==> src/rtl/gfx256_pkg.sv <==
// Shared types and constants for the gfx256 Wishbone read path.
package gfx256_pkg;
  typedef enum logic [1:0] {
    IDLE = 2'd0,
    BUS  = 2'd1,
    RESP = 2'd2
  } rd_state_e;

  localparam int          LINE_BYTES = 32;
  localparam logic [31:0] SEL_ALL    = 32'hFFFF_FFFF;
endpackage

==> src/rtl/gfx256_line_buf.sv <==
// Single-entry 256-bit line cache. A flush seen while a bus read is in
// flight poisons that read so stale data never lands in the buffer.
module gfx256_line_buf #(
  parameter int AW = 27
) (
  input  logic          clk_i,
  input  logic          rst_i,
  input  logic          i_flush,
  input  logic          i_in_bus,
  input  logic          i_start,
  input  logic          i_load,
  input  logic [AW-1:0] i_lookup_adr,
  input  logic [AW-1:0] i_tag,
  input  logic [255:0]  i_data,
  output logic          o_hit,
  output logic [255:0]  o_data
);
  logic          r_valid;
  logic          r_flush_pend;
  logic [AW-1:0] r_tag;
  logic [255:0]  r_data;
  logic          w_do_load;

  assign w_do_load = i_load & ~r_flush_pend & ~i_flush;
  assign o_hit     = r_valid && (r_tag == i_lookup_adr);
  assign o_data    = r_data;

  always_ff @(posedge clk_i) begin
    if (rst_i) begin
      r_valid      <= 1'b0;
      r_flush_pend <= 1'b0;
      r_tag        <= '0;
      r_data       <= '0;
    end else begin
      if (i_start)
        r_flush_pend <= 1'b0;
      else if (i_flush && i_in_bus)
        r_flush_pend <= 1'b1;

      if (i_flush) begin
        r_valid <= 1'b0;
      end else if (w_do_load) begin
        r_valid <= 1'b1;
        r_tag   <= i_tag;
        r_data  <= i_data;
      end
    end
  end
endmodule

==> src/rtl/gfx256_wbm_read.sv <==
// Two-port round-robin Wishbone line-read master (z-buffer / texture)
// with a shared one-line buffer for back-to-back reads of the same line.
module gfx256_wbm_read
  import gfx256_pkg::*;
#(
  parameter int ADDR_HI     = 31,
  parameter bit LINE_BUF_EN = 1'b1
) (
  input  logic             clk_i,
  input  logic             rst_i,
  input  logic             req0_i,
  input  logic [ADDR_HI:5] adr0_i,
  output logic             ack0_o,
  input  logic             req1_i,
  input  logic [ADDR_HI:5] adr1_i,
  output logic             ack1_o,
  output logic [255:0]     dat_o,
  output logic             busy_o,
  input  logic             flush_i,
  output logic             err_o,
  output logic             m_cyc_o,
  output logic             m_stb_o,
  output logic             m_we_o,
  output logic [31:0]      m_sel_o,
  output logic [ADDR_HI:5] m_adr_o,
  input  logic [255:0]     m_dat_i,
  input  logic             m_ack_i,
  input  logic             m_err_i
);
  localparam int AW = ADDR_HI - 4;

  rd_state_e        r_state;
  logic             r_gnt;
  logic             r_last;
  logic             r_ack0, r_ack1;
  logic [255:0]     r_dat;
  logic             r_busy;
  logic             r_err;
  logic             r_cyc;
  logic [AW-1:0]    r_adr;

  logic             w_take;
  logic             w_sel;
  logic [AW-1:0]    w_adr;
  logic             w_buf_hit;
  logic [255:0]     w_buf_data;
  logic             w_hit;
  logic             w_start;
  logic             w_load;

  // While an ack is on the wire the requester still holds req; skip that
  // cycle so the same request is not granted twice.
  assign w_take  = (r_state == IDLE) & ~r_ack0 & ~r_ack1 & (req0_i | req1_i);
  assign w_sel   = (req0_i & req1_i) ? ~r_last : req1_i;
  assign w_adr   = w_sel ? adr1_i : adr0_i;
  assign w_hit   = LINE_BUF_EN && w_buf_hit && !flush_i;
  assign w_start = w_take & ~w_hit;
  assign w_load  = LINE_BUF_EN && (r_state == BUS) && m_ack_i && !m_err_i;

  gfx256_line_buf #(.AW(AW)) u_line_buf (
    .clk_i        (clk_i),
    .rst_i        (rst_i),
    .i_flush      (flush_i),
    .i_in_bus     (r_state == BUS),
    .i_start      (w_start),
    .i_load       (w_load),
    .i_lookup_adr (w_adr),
    .i_tag        (r_adr),
    .i_data       (m_dat_i),
    .o_hit        (w_buf_hit),
    .o_data       (w_buf_data)
  );

  always_ff @(posedge clk_i) begin
    if (rst_i) begin
      r_state <= IDLE;
      r_gnt   <= 1'b0;
      r_last  <= 1'b0;
      r_ack0  <= 1'b0;
      r_ack1  <= 1'b0;
      r_dat   <= '0;
      r_busy  <= 1'b0;
      r_err   <= 1'b0;
      r_cyc   <= 1'b0;
      r_adr   <= '0;
    end else begin
      r_ack0 <= 1'b0;
      r_ack1 <= 1'b0;
      case (r_state)
        IDLE: begin
          if (w_take) begin
            r_gnt  <= w_sel;
            r_last <= w_sel;
            r_busy <= 1'b1;
            if (w_hit) begin
              r_dat   <= w_buf_data;
              r_state <= RESP;
            end else begin
              r_adr   <= w_adr;
              r_cyc   <= 1'b1;
              r_state <= BUS;
            end
          end
        end
        BUS: begin
          // Error takes precedence over a coincident ack.
          if (m_err_i) begin
            r_dat   <= '0;
            r_err   <= 1'b1;
            r_cyc   <= 1'b0;
            r_state <= RESP;
          end else if (m_ack_i) begin
            r_dat   <= m_dat_i;
            r_cyc   <= 1'b0;
            r_state <= RESP;
          end
        end
        RESP: begin
          r_ack0  <= ~r_gnt;
          r_ack1  <= r_gnt;
          r_busy  <= 1'b0;
          r_state <= IDLE;
        end
        default: r_state <= IDLE;
      endcase
    end
  end

  assign ack0_o  = r_ack0;
  assign ack1_o  = r_ack1;
  assign dat_o   = r_dat;
  assign busy_o  = r_busy;
  assign err_o   = r_err;
  assign m_cyc_o = r_cyc;
  assign m_stb_o = r_cyc;
  assign m_we_o  = 1'b0;
  assign m_sel_o = SEL_ALL;
  assign m_adr_o = r_adr;
endmodule

==> config.mk <==
export PLATFORM = sky130hd
export DESIGN_NAME = gfx256_wbm_read
export DESIGN_NICKNAME = d
export VERILOG_FILES = /design/src/rtl/gfx256_pkg.sv /design/src/rtl/gfx256_line_buf.sv /design/src/rtl/gfx256_wbm_read.sv
export SDC_FILE = /design/constraint.sdc
export NUM_CORES = 1
export LEC_CHECK = 0
export BUFFER_PORTS_ARGS = -buffer_cell sky130_fd_sc_hd__buf_2
export CORE_AREA = 4 4 249 251
export DETAILED_ROUTE_END_ITERATION = 7
export DIE_AREA = 0 0 253 255
export PLACE_DENSITY = 0.66
export SYNTH_ARGS = -nofsm -noshare
export SYNTH_HDL_FRONTEND = slang
export SYNTH_HIERARCHICAL = 1
export SYNTH_SLANG_ARGS = --single-unit
==> constraint.sdc <==
create_clock -name clk_i -period 3.8 [get_ports clk_i]
set_input_delay 0.38 -clock clk_i [delete_from_list [all_inputs] [get_ports clk_i]]
set_output_delay 0.38 -clock clk_i [all_outputs]
set_load 0.05 [all_outputs]
==> Word level (Yosys, flattened, before mapping) <==
Index checks and enable logic that the tools add are counted.
{ "classes": {"bitwise": 15, "reduce_logical": 21, "mux": 19, "eq_ne": 7} }
{ "op_table": {"columns": ["cell", "count"], "rows": [
  ["$mux W256", 4],
  ["$pmux W256 S2", 1],
  ["$eq A27 B27 Y1", 1],
  ["$mux W27", 1],
  ["$reduce_and A2 Y1", 5],
  ["$mux W2", 4],
  ["$reduce_and A4 Y1", 2],
  ["$and A1 B1 Y1", 7],
  ["$not A1 Y1", 7],
  ["$mux W1", 6],
  ["$ne A2 B2 Y1 const B", 3],
  ["$reduce_or A2 Y1", 3],
  ["$logic_and A1 B1 Y1", 5],
  ["$pmux W1 S2", 2],
  ["$pmux W2 S2", 1],
  ["$reduce_bool A2 Y1", 2],
  ["$ne A3 B3 Y1 const B", 1],
  ["$reduce_and A3 Y1", 1],
  ["$eq A2 B1 Y1 const B", 1],
  ["$eq A2 B2 Y1 const B", 1],
  ["$logic_not A1 Y1", 2],
  ["$logic_not A2 Y1", 1],
  ["$or A1 B1 Y1", 1]
]} }
{ "word_totals": {"inputBits": 317, "out_inout_bits": 322, "ff_bits": 576, "word_cells": 75} }

==> Logic depth before layout (Yosys ltp) <==
{ "depth": {"ltp_word": 9, "ltp_mapped": 15} }

==> Modules after synthesis <==
The synthesis kept the hierarchy.
{ "modules_own_cells": {"columns": ["mod", "seq_area_each_um2", "area_each_um2", "n_inst", "cells_each"], "rows": [
  ["gfx256_wbm_read", 5825.6, 14986.9, 1, 1674],
  ["gfx256_line_buf", 5705.5, 10206.0, 1, 1271]
]} }

==> Worst setup path before layout <==
No wires, ideal clock.
{ "synth_timing": {"path_type": "in2reg", "startpoint": "input port req1_i", "endpoint": "register r_dat[120], in the netlist dat_o[120]", "setup_ps": 146, "path_slack_ps": 294, "path_stages": 14, "path_buffers": 5, "required_ps": 3654, "arrival_time_ps": 3360, "path_cell_list": "a21boi_0 > buf_1 > buf_2 > mux2_2 > xnor2_1 > nand4_1 > or4_1 > nor4_2 > nand2b_1 > o32ai_1 > buf_4 > buf_2 > buf_4 > a211oi_2"} }
{ "synth_via": {"elab_chain_cells": 8} }
{ "synth_lines": {"columns": ["element", "line", "source"], "rows": [
  ["start: declaration", "gfx256_wbm_read.sv:14", "input logic req1_i,"],
  ["$and A1 B1 Y1", "gfx256_wbm_read.sv:54", "assign w_sel = (req0_i & req1_i) ? ~r_last : req1_i;"],
  ["$mux W1 *", "gfx256_wbm_read.sv:54", null],
  ["$mux W27 *", "gfx256_wbm_read.sv:55", "assign w_adr = w_sel ? adr1_i : adr0_i;"],
  ["net w_adr[11]", "gfx256_wbm_read.sv:44", "logic [AW-1:0] w_adr;"],
  ["$eq A27 B27 Y1 *", "gfx256_line_buf.sv:25", "assign o_hit = r_valid && (r_tag == i_lookup_adr);"],
  ["$logic_and A1 B1 Y1 *", "gfx256_line_buf.sv:25", null],
  ["net w_buf_hit", "gfx256_wbm_read.sv:45", "logic w_buf_hit;"],
  ["$logic_and A1 B1 Y1 *", "gfx256_wbm_read.sv:56", "assign w_hit = LINE_BUF_EN && w_buf_hit && !flush_i;"],
  ["$ne A2 B2 Y1 (no source line) *", null, null],
  ["$reduce_and A4 Y1 (no source line) *", null, null],
  ["end signal: assignment", "gfx256_wbm_read.sv:96", "r_dat <= w_buf_data;"],
  ["end signal: assignment", "gfx256_wbm_read.sv:113", "r_dat <= m_dat_i;"],
  ["end: declaration", "gfx256_wbm_read.sv:36", "logic [255:0] r_dat;"]
]} }
Mark *: on every way through the listed nets, which the timed path passes. The rest lies on a longest branch.
A chain may end at the register's enable or synchronous reset.

==> Worst setup path after layout <==
{ "layout_timing": {"startpoint": "register r_last", "endpoint": "register r_dat[234], in the netlist dat_o[234]"} }
{ "layout_via": {"elab_chain_cells": 8} }
{ "layout_lines": {"columns": ["element", "line", "source"], "rows": [
  ["start: declaration", "gfx256_wbm_read.sv:34", "logic r_last;"],
  ["start signal: assignment", "gfx256_wbm_read.sv:93", "r_last <= w_sel;"],
  ["$not A1 Y1", null, null],
  ["$mux W1", "gfx256_wbm_read.sv:54", null],
  ["$mux W27", "gfx256_wbm_read.sv:55", null],
  ["net w_adr[13]", "gfx256_wbm_read.sv:44", null],
  ["$eq A27 B27 Y1", "gfx256_line_buf.sv:25", null],
  ["$logic_and A1 B1 Y1", "gfx256_line_buf.sv:25", null],
  ["net w_buf_hit", "gfx256_wbm_read.sv:45", null],
  ["$logic_and A1 B1 Y1", "gfx256_wbm_read.sv:56", null],
  ["$ne A2 B2 Y1 (no source line)", null, null],
  ["$reduce_and A4 Y1 (no source line)", null, null]
]} }
The timed path passes the listed nets, and every way through them passes these cells.

==> run metrics <==
result of the run=completed; number of flops mapped to enable cells by yosys=0; Fmax achieved=between 0.2 and 0.3 GHz; TritonCTS clock tree=built; Worst Setup Slack post-DPL=about 0.025 ns; register bit total from synthesis=576; end of the worst hold path=u_line_buf/o_data[163]$_SDFFE_PP0P_; final max-slew violation count=0; clock latency at the later pin of the worst-skew pair=0.61 ns; r2r worst-path depth=13; fill cell instance count of the final layout=5498; Hold Path Cell Cnt=3; Crit Path Max Fanout=45; capture point of the worst reg-to-reg path=dat_o[234]$_SDFFE_PP0P_; synthesized instance count=~2900; required time worst endpoint=4.31 ns; H-tree depth reported by CTS=2; antenna violations before repair=9; CTS Buf Count=60; count of pins on the block boundary=639; Post-Route Utilization=0.543; die boundary width=around 250 um; Final Routed Wirelength=just under 80 mm; remaining global-route overflow=0; via count of the first global-routing pass=21648; starting utilization of the core area=0.421; Tightest Hold Check Type=in2reg; Synth Area per Inst=about 8.6 sq um; Worst slew margin=0.271; kind of critical path=reg2reg; maximum number of pins on one net before global-route repair=221; complex-gate fraction of the synthesized area=0.226; post-layout worst setup margin=0.130 ns; area of the mapped netlist=25200 sq um; post-synthesis sequential area ratio=0.458; fraction of final layout cells with drive strength greater than 1=0.272; detailed-route vias per instance=5.17; CTS Sinks=576; residual antenna-violating net count after detailed routing=0; number of rows in the core area=90; Synthesis Warnings=6; worst hold slack=0.0426 ns; count of nets after finishing=~4000; final weighted congestion in routability-driven placement=0.851; min-delay src=m_dat_i[163]; sequential cell area=11500 sq um; Pwr Total=15.9 mW; main combinational cell family by area after synthesis=compound AO/OA/AOI/OAI gates; drt pass-1 iters=6; final clock period utilization by the worst path=0.966; overall die area=roughly 65000 sq um; reg-to-reg setup timing slack=0.13 ns; skew final=0.0132 ns; routed vias=22996; Die Span Y=255 um; measured slew at the worst slew-check pin=1.09 ns; buffers from clock root to sink, at most=3; share of the synthesized netlist area taken by xor and xnor gates=0.00939; area grow syn2layout=29.2%; post-CTS clock slew at the launch and capture registers of the worst setup and hold paths=0.06 ns; arrival time of data at the critical path endpoint=4.18 ns; Worst IR Drop VDD=0.429 mV; core region area=roughly 60000 sq um; leakage=12.0 nW; number of I/O port buffers=605; PwrDens=489 nW/um^2; most common flop cell mapped by yosys=sky130_fd_sc_hd__dfxtp_1; number of max-cap violations=0; detailed router's first-iteration violation count=1581; setup violators final=0; simple-gate share of the synthesized area=0.221; overall fraction of global-route tracks in use=0.221; DP Wirelength=~50 mm; Routed WL per cell=17.3 um; Critical R2R Launch=r_last$_SDFFE_PP0P_; unrepaired setup endpoints after global routing=no; fraction of synthesis flops using an asynchronous set or reset pin=0; final-layout setup total negative slack=0 ns; count of unique library cells instantiated by Yosys=33; first-pass GRT wire length=approximately 120 mm; mux contribution to synthesized area=0.0121; multi-input combinational cell area=12000 sq um; master cell of the clock root buffer=sky130_fd_sc_hd__clkbuf_16; post-synthesis share of cell area spent on full adders, half adders and majority gates=0; drt drc=0; count of final hold-check violations=0; post-layout minimum cycle time=3.67 ns; Worst setup SP type=flop; crit end category=flop
==> registers in the layout, indices dropped and copies added, names as in the netlist <==
signal,flops
ack0_o,1
ack1_o,1
busy_o,1
dat_o,256
err_o,1
m_adr_o,27
m_cyc_o,1
r_last,1
r_state,2
u_line_buf/o_data,256
u_line_buf/r_flush_pend,1
u_line_buf/r_tag,27
u_line_buf/r_valid,1
==> kinds of logic (layout without fill, tap and decap cells) <==
| kind of cell | Yosys count | count (layout) |
|---|---|---|
| and+or+nand+nor | 1195 | 1195 |
| muxes | 27 | 27 |
| buffers and inverters | 316 | 997 |
| DFF | 576 | 576 |
| xor gates and xnor gates | 27 | 27 |
| other | 2 | 41 |
| AOI/OAI and AO/OA | 802 | 802 |
==> worst max-delay path, stage by stage (launching register included) <==
cell	delay (ns)
sky130_fd_sc_hd__dfxtp_1	0.35
sky130_fd_sc_hd__a21boi_2	0.22
sky130_fd_sc_hd__buf_12	0.21
sky130_fd_sc_hd__mux2_2	0.39
sky130_fd_sc_hd__xnor2_1	0.19
sky130_fd_sc_hd__nand4_1	0.12
sky130_fd_sc_hd__or4_4	0.55
sky130_fd_sc_hd__nor4_2	0.14
sky130_fd_sc_hd__nand2b_1	0.13
sky130_fd_sc_hd__o32ai_4	0.38
sky130_fd_sc_hd__buf_12	0.22
sky130_fd_sc_hd__buf_16	0.24
sky130_fd_sc_hd__nor2_1	0.09
sky130_fd_sc_hd__a211oi_1	0.26
==> cells in the final DEF (no fill, tap or decap), types with 2 or more instances in the layout <==
cell type / n
sky130_fd_sc_hd__clkbuf_1: 16
sky130_fd_sc_hd__buf_16: 2
sky130_fd_sc_hd__xnor2_2: 2
sky130_fd_sc_hd__nor3b_1: 258
sky130_fd_sc_hd__clkinvlp_4: 2
sky130_fd_sc_hd__buf_4: 24
sky130_fd_sc_hd__buf_6: 3
sky130_fd_sc_hd__inv_6: 3
sky130_fd_sc_hd__nor2_1: 318
sky130_fd_sc_hd__dfxtp_1: 576
sky130_fd_sc_hd__conb_1: 33
sky130_fd_sc_hd__diode_2: 8
sky130_fd_sc_hd__nor3_1: 31
sky130_fd_sc_hd__nand2_1: 567
sky130_fd_sc_hd__clkinv_2: 8
sky130_fd_sc_hd__or4_4: 2
sky130_fd_sc_hd__buf_12: 26
sky130_fd_sc_hd__dlygate4sd3_1: 228
sky130_fd_sc_hd__inv_1: 2
sky130_fd_sc_hd__clkbuf_8: 16
sky130_fd_sc_hd__a211oi_1: 49
sky130_fd_sc_hd__a211oi_2: 207
sky130_fd_sc_hd__mux2_2: 26
sky130_fd_sc_hd__buf_2: 603
sky130_fd_sc_hd__xnor2_1: 25
sky130_fd_sc_hd__nand4_1: 7
sky130_fd_sc_hd__a21oi_1: 543
sky130_fd_sc_hd__nor2b_1: 2
sky130_fd_sc_hd__clkbuf_16: 61
==> how the worst max path moves through the flow <==
| stage | depth (start not counted) | slack (ns) | end | start |
|---|---|---|---|---|
| after CTS | 13 | 0.18 | dat_o[69]$_SDFFE_PP0P_ | r_last$_SDFFE_PP0P_ |
| after detailed placement | 14 | 0.02 | dat_o[212]$_SDFFE_PP0P_ | req0_i |
| after global placement | 14 | 0.05 | dat_o[78]$_SDFFE_PP0P_ | req0_i |
| final | 13 | 0.13 | dat_o[234]$_SDFFE_PP0P_ | r_last$_SDFFE_PP0P_ |
| after floorplan | 14 | 0.29 | dat_o[120]$_SDFFE_PP0P_ | req1_i |
| after global routing | 13 | 0.0007 | dat_o[234]$_SDFFE_PP0P_ | r_last$_SDFFE_PP0P_ |
==> layout make-up <==
type | instances | share of cell area
diodes | 8 | 0.000615
clock buffers | 92 | 0.0551
clock inverters | 15 | 0.00369
inverters | 2 | 0.000231
multi-input cells | 2084 | 0.368
flip-flops and latches | 576 | 0.354
well taps | 782 | 0.0301
repair buffers | 888 | 0.188
==> through the flow <==
step | instance area, sq um | instances
detailed placement | 28300 | 4104
global placement | 28300 | 4104
finish | 32600 | 4447
CTS | 32500 | 4439
floorplan | 25300 | 2976
global route | 32600 | 4444
==> power breakdown <==
group,internal (mW),leakage (nW),switching [mW]
Sequential,6.40,4.69,0.208
Combinational,1.09,6.39,2.52
Clock,3.30,0.942,2.41
==> synth_stat cells, types with 2 or more instances <==
cell type | instances | area share
sky130_fd_sc_hd__dfxtp_1 | 576 | 0.46
sky130_fd_sc_hd__nand2_1 | 567 | 0.084
sky130_fd_sc_hd__a21oi_1 | 543 | 0.11
sky130_fd_sc_hd__nor2_1 | 318 | 0.047
sky130_fd_sc_hd__nor3b_1 | 258 | 0.077
sky130_fd_sc_hd__a211oi_2 | 207 | 0.10
sky130_fd_sc_hd__clkbuf_1 | 153 | 0.023
sky130_fd_sc_hd__buf_6 | 54 | 0.024
sky130_fd_sc_hd__buf_4 | 53 | 0.016
sky130_fd_sc_hd__a211oi_1 | 49 | 0.015
sky130_fd_sc_hd__buf_2 | 47 | 0.0093
sky130_fd_sc_hd__nor3_1 | 31 | 0.0062
sky130_fd_sc_hd__mux2_2 | 27 | 0.012
sky130_fd_sc_hd__xnor2_1 | 27 | 0.0094
sky130_fd_sc_hd__buf_1 | 7 | 0.0010
sky130_fd_sc_hd__nand4_1 | 7 | 0.0017
sky130_fd_sc_hd__conb_1 | 2 | 0.00030
sky130_fd_sc_hd__inv_1 | 2 | 0.00030
sky130_fd_sc_hd__nand2b_1 | 2 | 0.00050
sky130_fd_sc_hd__nor2b_1 | 2 | 0.00050
==> metal layers <==
| layer | part of all wire | GRT usage | vias to the layer above |
|---|---|---|---|
| met5 | 0 | 0 | - |
| met4 | 0.043 | 0.0935 | 0 |
| met3 | 0.060 | 0.0437 | 173 |
| met2 | 0.48 | 0.376 | 704 |
| met1 | 0.41 | 0.276 | 10763 |
| li1 | - | - | 11356 |
==> repair_timing <==
| action | CTS | global route |
|---|---|---|
| hold buffers | 228 | 0 |
| endpoints found under the setup margin | 0 | 24 |
| buffers inserted | 0 | 0 |
| hold endpoints to repair | 228 | 0 |
| gates resized for setup | 0 | 9 |
No activity file was read; power rests on OpenSTA's default activity.
